**src/rtl/alarm_pkg.sv**
```systemverilog
// Shared types for the alarm path: stamp type (also used by the BCD->stamp converter),
// day length and scheduler state encoding.
package alarm_pkg;

  typedef logic [63:0] stamp_t;

  localparam stamp_t SECS_PER_DAY = 64'd86400;

  typedef enum logic [2:0] {
    ST_IDLE    = 3'd0,
    ST_ARMED   = 3'd1,
    ST_RINGING = 3'd2,
    ST_SNOOZED = 3'd3,
    ST_CATCHUP = 3'd4
  } state_e;

endpackage

```
**src/rtl/alarm_sec_timer.sv**
```systemverilog
// Loadable seconds down-counter stepped by tick; zero flag plus a one-cycle expire
// strobe for the tick that takes the count from 1 to 0.
module alarm_sec_timer #(
  parameter int unsigned W = 32
) (
  input  logic         clk,
  input  logic         rst,
  input  logic         load,
  input  logic [W-1:0] load_val,
  input  logic         tick,
  output logic         zero,
  output logic         expire
);

  logic [W-1:0] cnt_q, cnt_d;

  always_comb begin
    cnt_d = cnt_q;
    if (load) begin
      cnt_d = load_val;
    end else if (tick && (cnt_q != '0)) begin
      cnt_d = cnt_q - W'(1);
    end
  end

  always_ff @(posedge clk) begin
    if (rst) begin
      cnt_q <= '0;
    end else begin
      cnt_q <= cnt_d;
    end
  end

  assign zero   = (cnt_q == '0);
  assign expire = tick && !load && (cnt_q == W'(1));

endmodule

```
**src/rtl/alarm_scheduler.sv**
```systemverilog
// Daily alarm sequencer: compares the target stamp with the seconds counter, rings,
// handles dismiss/timeout and re-arms one day later. Snooze built only with ALARM_SNOOZE_EN.
//
// state      | meaning
// IDLE       | alarm disabled or no target
// ARMED      | waiting for counter >= target_stamp
// RINGING    | ring high, ring timer running
// SNOOZED    | waiting for counter >= snooze stamp (ALARM_SNOOZE_EN only)
// CATCHUP    | advancing target_stamp by whole days until it lies in the future
module alarm_scheduler
  import alarm_pkg::*;
#(
  parameter int unsigned RING_SECS   = 60,
  parameter int unsigned SNOOZE_SECS = 300,
  parameter int unsigned MAX_SNOOZE  = 3
) (
  input  logic        clk,
  input  logic        rst,
  input  logic        tick_1hz,
  input  logic [63:0] counter,
  input  logic        alarm_set,
  input  logic [63:0] alarm_stamp,
  input  logic        alarm_en,
  input  logic        snooze,
  input  logic        dismiss,
  output logic        ring,
  output logic        armed,
  output logic [63:0] target_stamp,
  output logic [1:0]  snooze_cnt
);

  state_e     state_q, state_d;
  stamp_t     target_q, target_d;
  logic [1:0] snooze_cnt_q, snooze_cnt_d;
  logic       ring_q, ring_d;
  logic       armed_q, armed_d;
  logic       en_q;
  logic       timer_load, timer_zero, timer_expire;

`ifdef ALARM_SNOOZE_EN
  stamp_t snz_stamp_q, snz_stamp_d;
`else
  logic snooze_unused;
  assign snooze_unused = snooze ^ (SNOOZE_SECS != 0) ^ (MAX_SNOOZE != 0);
`endif

  alarm_sec_timer #(.W(32)) u_ring_timer (
    .clk      (clk),
    .rst      (rst),
    .load     (timer_load),
    .load_val (32'(RING_SECS)),
    .tick     (tick_1hz),
    .zero     (timer_zero),
    .expire   (timer_expire)
  );

  always_comb begin
    state_d      = state_q;
    target_d     = target_q;
    snooze_cnt_d = snooze_cnt_q;
    timer_load   = 1'b0;
`ifdef ALARM_SNOOZE_EN
    snz_stamp_d  = snz_stamp_q;
`endif
    if (alarm_set) begin
      target_d     = alarm_stamp;
      snooze_cnt_d = 2'd0;
      state_d      = alarm_en ? ST_ARMED : ST_IDLE;
    end else if (!alarm_en) begin
      state_d = ST_IDLE;
    end else begin
      case (state_q)
        ST_IDLE: begin
          if (!en_q && (target_q != '0)) state_d = ST_CATCHUP;
        end
        ST_ARMED: begin
          if (counter >= target_q) begin
            state_d    = ST_RINGING;
            timer_load = 1'b1;
          end
        end
        ST_RINGING: begin
          // zero covers a degenerate RING_SECS of 0; expire is the normal timeout
          if (dismiss || timer_expire || timer_zero) begin
            state_d = ST_CATCHUP;
`ifdef ALARM_SNOOZE_EN
          end else if (snooze && (snooze_cnt_q < 2'(MAX_SNOOZE))) begin
            snz_stamp_d  = counter + stamp_t'(SNOOZE_SECS);
            snooze_cnt_d = snooze_cnt_q + 2'd1;
            state_d      = ST_SNOOZED;
`endif
          end
        end
`ifdef ALARM_SNOOZE_EN
        ST_SNOOZED: begin
          if (dismiss) begin
            state_d = ST_CATCHUP;
          end else if (counter >= snz_stamp_q) begin
            state_d    = ST_RINGING;
            timer_load = 1'b1;
          end
        end
`endif
        ST_CATCHUP: begin
          snooze_cnt_d = 2'd0;
          if (target_q <= counter) begin
            target_d = target_q + SECS_PER_DAY;
          end else begin
            state_d = ST_ARMED;
          end
        end
        default: state_d = ST_IDLE;
      endcase
    end
    ring_d  = (state_d == ST_RINGING);
    armed_d = (state_d == ST_ARMED) || (state_d == ST_SNOOZED);
  end

  always_ff @(posedge clk) begin
    if (rst) begin
      state_q      <= ST_IDLE;
      target_q     <= '0;
      snooze_cnt_q <= 2'd0;
      ring_q       <= 1'b0;
      armed_q      <= 1'b0;
      en_q         <= 1'b0;
`ifdef ALARM_SNOOZE_EN
      snz_stamp_q  <= '0;
`endif
    end else begin
      state_q      <= state_d;
      target_q     <= target_d;
      snooze_cnt_q <= snooze_cnt_d;
      ring_q       <= ring_d;
      armed_q      <= armed_d;
      en_q         <= alarm_en;
`ifdef ALARM_SNOOZE_EN
      snz_stamp_q  <= snz_stamp_d;
`endif
    end
  end

  assign ring         = ring_q;
  assign armed        = armed_q;
  assign target_stamp = target_q;
  assign snooze_cnt   = snooze_cnt_q;

endmodule

```
**config.mk**
```make
export PLATFORM = sky130hd
export DESIGN_NAME = alarm_scheduler
export DESIGN_NICKNAME = d
export VERILOG_FILES = /design/src/rtl/alarm_pkg.sv /design/src/rtl/alarm_sec_timer.sv /design/src/rtl/alarm_scheduler.sv
export SDC_FILE = /design/constraint.sdc
export NUM_CORES = 1
export LEC_CHECK = 0
export ABC_CLOCK_PERIOD_IN_PS = 4400
export BUFFER_PORTS_ARGS = -buffer_cell sky130_fd_sc_hd__buf_2
export CAP_MARGIN = 20
export CORE_ASPECT_RATIO = 0.9
export CORE_MARGIN = 2
export CORE_UTILIZATION = 49
export DETAILED_ROUTE_END_ITERATION = 7
export PLACE_DENSITY = 0.78
export RECOVER_POWER = 100
export SETUP_SLACK_MARGIN = 0.5
export SYNTH_ARGS = -nofsm -noshare
export SYNTH_HDL_FRONTEND = slang
export SYNTH_HIERARCHICAL = 1
export SYNTH_SLANG_ARGS = --single-unit
```
**constraint.sdc**
```tcl
create_clock -name clk -period 4.4 [get_ports clk]
set_input_delay 0.66 -clock clk [delete_from_list [all_inputs] [get_ports clk]]
set_output_delay 0.66 -clock clk [all_outputs]
set_load 0.005 [all_outputs]
```
Word level (Yosys, flattened, before mapping)
Cells that the tools add are included.
{ "op_classes": {"n_addsub": 2, "order_cmp": 2, "eq_ne": 7, "mux": 18, "n_reduce_logical": 19} }
{ "op_table": {"columns": ["op", "n"], "rows": [
  ["2-to-1 mux 64 bit", 4],
  ["adder 64 x 17 -> 64 bit (second input constant)", 1],
  [">= comparator 64 bit", 1],
  ["less-or-equal comparator 64 bit", 1],
  ["nonzero test 64 bit", 1],
  ["equality test 32 x 1 -> 1 bit (second input constant)", 1],
  ["logical NOT 32 bit", 1],
  ["nonzero test 32 bit", 1],
  ["subtractor 32 x 1 -> 32 bit (second input constant)", 1],
  ["2-to-1 mux 3 bit", 6],
  ["2-to-1 mux 6 bit", 2],
  ["case mux 3 bit (4 select lines)", 1],
  ["equality test 3 x 2 -> 1 bit (second input constant)", 3],
  ["nonzero test 2 bit", 4],
  ["equality test 3 x 1 -> 1 bit (second input constant)", 2],
  ["2-to-1 mux 1 bit", 5],
  ["logical AND 1 bit", 4],
  ["equality test 3 bit (second input constant)", 1],
  ["logical NOT 3 bit", 1],
  ["logical OR 1 bit", 3],
  ["AND reduction 3 bit", 1],
  ["logical NOT 1 bit", 2],
  ["OR reduction 2 bit", 1]
]} }
{ "totals": {"reg_bits": 102, "output_inout_bits": 68, "word_cells": 55} }

Longest topological paths before layout
Gate-level depths: netlist of run 1.
{ "depth": {"ltp_word": 16, "mapped_depth": 17, "depth_no_buf": 16} }

Modules after synthesis
The synthesis of run 1 kept the hierarchy.
{ "by_module_without_submodules": {"columns": ["mod", "instances", "cells_each", "area_per_inst_um2", "seq_area_each_um2"], "rows": [
  ["alarm_scheduler", 1, 747, 5656.7, 1401.3],
  ["alarm_sec_timer", 1, 243, 2068.2, 640.6]
]} }

Worst setup path before layout of run 1
Ideal clock, no wire load.
{ "synth_timing": {"path_kind": "input -> register", "startpoint": "input counter[38]", "endpoint": "register ring_q, in the netlist ring", "setup_ns": 0.092, "t_arrival_ns": 4.165, "required_time_ns": 4.308, "slack_ns": 0.144, "stages": 17, "path_cell_list": "inv_1 -> ha_1 -> a21oi_1 -> nand2_1 -> a221oi_2 -> o211ai_1 -> nor4_4 -> o21ai_0 -> nor4b_1 -> clkbuf_1 -> nor4b_1 -> nand4_1 -> nor3_1 -> nor3_1 -> nand3b_1 -> o21a_1 -> nor4_1"} }
{ "synth_via": {"elab_chain_cells": 15, "word_cells_on_any_way": 18, "classes_between": "order compare (2); eq/ne (1); mux (10); reduce/logical (5)"} }
{ "synth_lines": {"columns": ["item", "line_no", "source"], "rows": [
  ["start, declared", "alarm_scheduler.sv:20", "input logic [63:0] counter,"],
  [">= comparator 64 bit", "alarm_scheduler.sv:77", "if (counter >= target_q) begin"],
  ["2-to-1 mux 1 bit", "alarm_scheduler.sv:77", null],
  ["2-to-1 mux 1 bit", "alarm_scheduler.sv:72", "case (state_q)"],
  ["2-to-1 mux 1 bit", "alarm_scheduler.sv:69", "end else if (!alarm_en) begin"],
  ["2-to-1 mux 1 bit", "alarm_scheduler.sv:65", "if (alarm_set) begin"],
  ["named net timer_load", "alarm_scheduler.sv:38", "logic timer_load, timer_zero, timer_expire;"],
  ["logical NOT 1 bit", "alarm_sec_timer.sv:35", "assign expire = tick && !load && (cnt_q == W'(1));"],
  ["logical AND 1 bit (2 in series)", "alarm_sec_timer.sv:35", null],
  ["named net timer_expire", "alarm_scheduler.sv:38", null],
  ["logical OR 1 bit (2 in series)", "alarm_scheduler.sv:84", "if (dismiss || timer_expire || timer_zero) begin"],
  ["2-to-1 mux 3 bit", "alarm_scheduler.sv:84", null],
  ["case mux 3 bit (4 select lines)", "alarm_scheduler.sv:72", null],
  ["2-to-1 mux 3 bit", "alarm_scheduler.sv:69", null],
  ["2-to-1 mux 3 bit", "alarm_scheduler.sv:65", null],
  ["equality test 3 x 2 -> 1 bit", "alarm_scheduler.sv:115", "ring_d = (state_d == ST_RINGING);"],
  ["end signal, assigned", "alarm_scheduler.sv:134", "ring_q <= ring_d;"],
  ["end, declared", "alarm_scheduler.sv:35", "logic ring_q, ring_d;"]
]} }
The timed path passes the listed nets, and every way through them passes these cells.
A chain may end at the register's enable or synchronous reset.

Final worst setup path of run 1
{ "layout_timing": {"startpoint": "register target_q[61], in the netlist target_stamp[61]", "endpoint": "register target_q[14], in the netlist target_stamp[14]"} }
{ "layout_via": {"elab_chain_cells": 3} }
{ "layout_lines": {"columns": ["item", "line_no", "source"], "rows": [
  ["start, declared", "alarm_scheduler.sv:33", "stamp_t target_q, target_d;"],
  ["start signal, assigned", "alarm_scheduler.sv:132", "target_q <= target_d;"],
  ["less-or-equal comparator 64 bit", "alarm_scheduler.sv:106", "if (target_q <= counter) begin"],
  ["nonzero test 2 bit (no source line)", null, null],
  ["AND reduction 3 bit (no source line)", null, null]
]} }
No other way between the ends.

==> impl_metrics.toml, run 1 <==
[layout]
fin_nets = 1408
drive_gt1_share_pct = 18.18
area_growth_pct = 19.66
n_antenna_cell = 0

[timing]
final_max_slew_viol_count = 116
finClkSkew_ns = 0.01045
fin_crit_sh_pct = 88.94
max-slew-margin-rel_pct = -46.36
setup_tns_ns = 0
fmax_ghz = 0.2555
rsz0062_at_grt = "no"
final_hold_viol_count = 0
setup_viol = 0
worst-slew-pin-transition_ns = 2.195
holdWs_ns = 0.5025
min_period_ns = 3.913

[global_route]
antenna_found_initial = 0
grt_max_degree = 73
grt-ovfl-total = 0
grt_pass1_wl_mm = 36.51
grt_pass1_vias = 7326
grt_use_total_pct = 27.63

[worst_setup_path]
reg2reg_slack_ns = 0.49
crit_arrival_ns = 4.19
r2r_cells = 12
path_max_fanout = 16
path_class = "reg2reg"
start_kind = "flip-flop"
required_ns = 4.67
r2r_end = "target_stamp[14]"
cp-end-kind = "flip-flop"
rr_startpoint = "target_stamp[61]"

[floorplanning]
initial_utilization_pct = 50.03
dieArea_sq_mm = 0.01679
die_h_um = 123.1
ioPinCount = 203
core-area_sq_mm = 0.01544
rows = 43
die_x_um = 136.4

[clock_tree]
path_clk_slew_ns = 0.07
cts_tree = "yes"
cts_buffer_depth = 2
h-tree-depth = 3
cts_buffers = 9
clk_latency_ns = 0.37
cts_sinks = 102
cts_root_buf = "clkbuf_16"

[yosys]
yosysWarnings = 6
yosys_register_bits = 102
synth_top_cell_by_area = "dfxtp_1"
synth_top_area_share_pct = 26.43
ys.flop_type = "dfxtp_1"
netlist_area_sq_mm = 0.007725
synth_async_sr_flop_share_pct = 0
syn_inst = 990
syn-mean-instance-area_sq_um = 7.803
ys_types = 74
synth_edf_count = 0
ys_seq_area_share_pct = 26.43
synth_area_leaders = "dfxtp_1, ha_1, a311oi_1, nor2_1, inv_1"

[drt]
drcViolationCount = 0
wirelength_mm = 23.65
vias_per_cell = 5.846
antenna_left = 0
first_pass_iters = 5
initialDrtViolationCount = 595
routedWlPerCell_um = 16.75
vias = 8255

[run_status]
status = "finished with violations"
violations = "capacitance limit, slew limit"

[min_path]
min_path_type = "reg2reg"
min_to = "u_ring_timer/cnt_q[21]"
hold_start = "u_ring_timer/cnt_q[21]"
hold_depth = 2

[power_and_ir_drop]
power_density_mw_per_mm2 = 433.2
power.leakage_nw = 3.975
ir_worst_vdd_mv = 0.3932

[place]
place.gp.congestion = 0.8774
io_buffers = 199
dp_hpwl_mm = 17.57

[flow_run]
drv_cap = 2
-- stage by stage --
step / instances / setup slack (ns) / total power [mW] / util, % / cell area [sq um]
global placement: 1396 / 0.3847 / 3.170 / 58.72 / 9067
detailed placement: 1396 / 0.3108 / 3.213 / 58.72 / 9067
global route: 1412 / 0.2651 / 4.277 / 59.87 / 9244
floorplan: 1022 / 0.5416 / 2.843 / - / 7868
CTS: 1411 / 0.6536 / 3.987 / 60.46 / 9335
finish: 1412 / 0.4868 / 4.004 / 59.87 / 9244
-- final cells by class --
| type | instances | area (sq um) |
|---|---|---|
| flip-flops and latches | 102 | 2042 |
| inverters | 106 | 397.9 |
| multi-input cells | 765 | 5194 |
| repair buffers | 222 | 1090 |
| well taps | 202 | 252.7 |
| fillers | 1471 | 6197 |
| clock inverters | 3 | 21.27 |
| clock buffers | 12 | 246.5 |
-- placed cells by master, fill, tap and decap left out, types with 14 or more instances in the layout --
cell / n
buf_2: 161
nor2_1: 112
inv_1: 103
dfxtp_1: 102
ha_1: 67
nand2_1: 58
clkbuf_1: 51
a311oi_1: 49
o21ai_0: 43
a21oi_1: 42
conb_1: 34
nor4_1: 33
nand4_1: 30
or3_1: 30
nand3_1: 25
nor3_1: 24
a211oi_1: 19
or4_1: 18
o21a_1: 16
o31ai_1: 15
and3_1: 14
-- routing by layer --
| metal | up-vias | wire length, um | GRT usage [%] |
|---|---|---|---|
| li1 | 4111 | - | - |
| met1 | 3757 | 10340 | 36.59 |
| met2 | 352 | 10780 | 44.32 |
| met3 | 35 | 2072 | 6.601 |
| met4 | 0 | 460 | 9.245 |
| met5 | - | 0 | 0 |
-- cells in the mapped netlist, drive strengths merged (12+ instances only) --
cell / instances
and3: 14
a211oi: 20
inv: 106
o21a: 16
buf: 12
o31ai: 17
nand4: 33
a311oi: 50
or3: 30
nand2: 58
nor2: 113
o21ai: 46
or4: 19
nand3: 26
nor4: 37
a21oi: 42
clkbuf: 37
ha: 67
dfxtp: 102
nor3: 26
-- power by group --
part	switching (mW)	total, mW	internal (mW)
sequential	0.247	1.35	1.10
combinational	1.17	1.88	0.714
clock	0.374	0.771	0.397
-- registers in the layout, summed over array words and instances, names as in the netlist --
register	cells
state_q	3
u_ring_timer/cnt_q	32
target_stamp	64
en_q	1
ring	1
armed	1
-- how the worst max path moves through the flow --
stage	from	end	slack, ns	cells after the start
finish	target_stamp[61]	target_stamp[14]	0.49	12
global route	counter[35]	u_ring_timer/cnt_q[2]	0.27	15
CTS	target_stamp[61]	u_ring_timer/cnt_q[30]	0.65	13
detailed placement	counter[63]	u_ring_timer/cnt_q[30]	0.31	15
global placement	counter[63]	u_ring_timer/cnt_q[25]	0.38	15
floorplan	counter[38]	ring	0.54	17
-- cell families after synthesis --
logic type	count (synthesis)	share of synthesized area (%)
AND/OR/NAND/NOR	392	27.83
AO/OA/AOI/OAI	247	23.75
buffers and inverters	155	8.066
flip-flops	102	26.43
adder cells (fa/ha/maj)	67	10.85
XOR/XNOR	16	1.814
multiplexers	9	1.166
other	2	0.09722
-- worst max-delay path, cell delays in order (launching register included) --
cell and delay, ns:
dfxtp_1 0.42, ha_1 0.34, nand4_1 0.21, nor4_1 0.47, clkbuf_1 0.24, nand3_1 0.14, a31oi_1 0.26, nor4_1 0.13
buf_4 0.20, o21ai_0 0.40, clkbuf_1 0.53, o21ai_0 0.19, a311oi_1 0.28
-- timing repair --
item,CTS,global route
buffers inserted,0,1
resized for setup,0,5
hold buffers,0,0
endpoints found under the setup margin,0,50
No activity file was read; power rests on OpenSTA's default activity.
==> run 2: changes to the inputs <==
- ABC_CLOCK_PERIOD_IN_PS: 4400 -> unset
- BUFFER_PORTS_ARGS: -buffer_cell sky130_fd_sc_hd__buf_2 -> -buffer_cell sky130_fd_sc_hd__buf_4
==> impl_metrics.toml, run 2 (synthesis gave the netlist of run 1 again) <==
[run_status]
status = "finished with violations"
violations = "capacitance limit, slew limit"

[clock_tree]
path_clk_slew_ns = 0.08
cts_setup_buffers = 0
cts_sinks = 102
cts_root_buf = "clkbuf_16"
h-tree-depth = 3
cts_buffers = 9
cts_tree = "yes"
cts_buffer_depth = 2
cts_resized = 0
clk_latency_ns = 0.36
cts_hold_buf = 0

[worst_setup_path]
start_kind = "flip-flop"
crit_arrival_ns = 4.09
required_ns = 4.64
path_class = "reg2reg"
cp-end-kind = "flip-flop"
path_max_fanout = 17

[floorplanning]
rows = 43
ioPinCount = 203
die_h_um = 123.1
dieArea_sq_mm = 0.01679
core-area_sq_mm = 0.01544
initial_utilization_pct = 50.03
die_x_um = 136.4

[timing]
setup_tns_ns = 0
worst-slew-pin-transition_ns = 1.754
finClkSkew_ns = 0.01099
fin_crit_sh_pct = 87.51
final_hold_viol_count = 0
min_period_ns = 3.850
fmax_ghz = 0.2597
setup_viol = 0
final_max_slew_viol_count = 80
rsz0062_at_grt = "no"
max-slew-margin-rel_pct = -16.95

[layout]
area_growth_pct = 26.98
n_antenna_cell = 0
fin_nets = 1410
final_cell_mix = "buf_4, nor2_1, inv_1"
drive_gt1_share_pct = 20.69
final_common_cell = "buf_4"
largest_reg_flops = 64

[power_and_ir_drop]
power_density_mw_per_mm2 = 428.3
power.leakage_nw = 4.225
finalPower_mw = 4.201
ir_worst_vdd_mv = 0.5211

[global_route]
grt-ovfl-total = 0
grt_use_total_pct = 28.39
grt_pass1_vias = 7447
antenna_found_initial = 0
grt_pass1_wl_mm = 37.68
grt_max_degree = 80

[drt]
vias_per_cell = 5.871
antenna_left = 0
drcViolationCount = 0
vias = 8307
initialDrtViolationCount = 759
wirelength_mm = 23.89
routedWlPerCell_um = 16.88
first_pass_iters = 5

[flow_run]
drv_cap = 1

[place]
io_buffers = 199
place.gp.congestion = 0.8372
dp_hpwl_mm = 17.86

[min_path]
min_path_type = "reg2reg"
[run 2: changes by cell type in the layout (fill, tap and decap cells not counted), moves of 2 or more]
cell and change:
buf_2 -161, buf_4 +144, clkbuf_4 +46, clkbuf_1 -29, inv_6 +3, bufinv_16 +2
[run 2: area by class of cell]
cell class	count	area, sq um
Clock inverter	7	102.6
Tap cell	202	252.7
Sequential cell	102	2042
Multi-Input combinational cell	765	5180
Clock buffer	9	225.2
Inverter	106	397.9
Fill cell	1384	5632
Timing Repair Buffer	224	1609
[run 2: critical path, stage by stage, from the launching register on]
cell and delay [ns]:
dfxtp_1 0.41, ha_1 0.34, nand4_1 0.18, nor4_1 0.49, nand4_1 0.29, a31oi_1 0.36, nor4_1 0.15, buf_4 0.21
o21ai_0 0.23, clkbuf_1 0.54, o21ai_0 0.19, a311oi_1 0.36
[run 2: routing by layer]
metal	GRT usage, %	part of all wire (%)
met2	43.56	44
met4	10.35	2.5
met3	6.765	8.2
met1	38.86	45
met5	0	0
[run 2: final timing paths]
kind	startpoint	to	slack, ns	cells past startpoint
max	target_stamp[61]	target_stamp[13]	0.55	11
min	u_ring_timer/cnt_q[21]	u_ring_timer/cnt_q[21]	0.51	2
max reg2reg	target_stamp[61]	target_stamp[13]	0.55	11
min reg2reg	u_ring_timer/cnt_q[21]	u_ring_timer/cnt_q[21]	0.51	2
[run 2: report_power, final]
part	leakage [nW]	switching, mW	internal (mW)
logic	3.22	1.18	0.764
registers	0.842	0.249	1.10
clock network	0.163	0.400	0.509
total	4.23	1.83	2.37
[run 2: through the flow]
stage | setup WS (ns) | instance area, sq um | utilization [%] | instances | hold slack, ns
2_1_floorplan | 0.5416 | 7868 | - | 1022 | 0.4640
3_3_place_gp | 0.4395 | 9565 | 61.95 | 1398 | 0.4892
3_5_place_dp | 0.3471 | 9565 | 61.95 | 1398 | 0.4932
4_1_cts | 0.6766 | 9893 | 64.07 | 1414 | 0.5070
5_1_grt | 0.3428 | 9809 | 63.53 | 1415 | 0.5344
6_report | 0.5496 | 9809 | 63.53 | 1415 | 0.5128
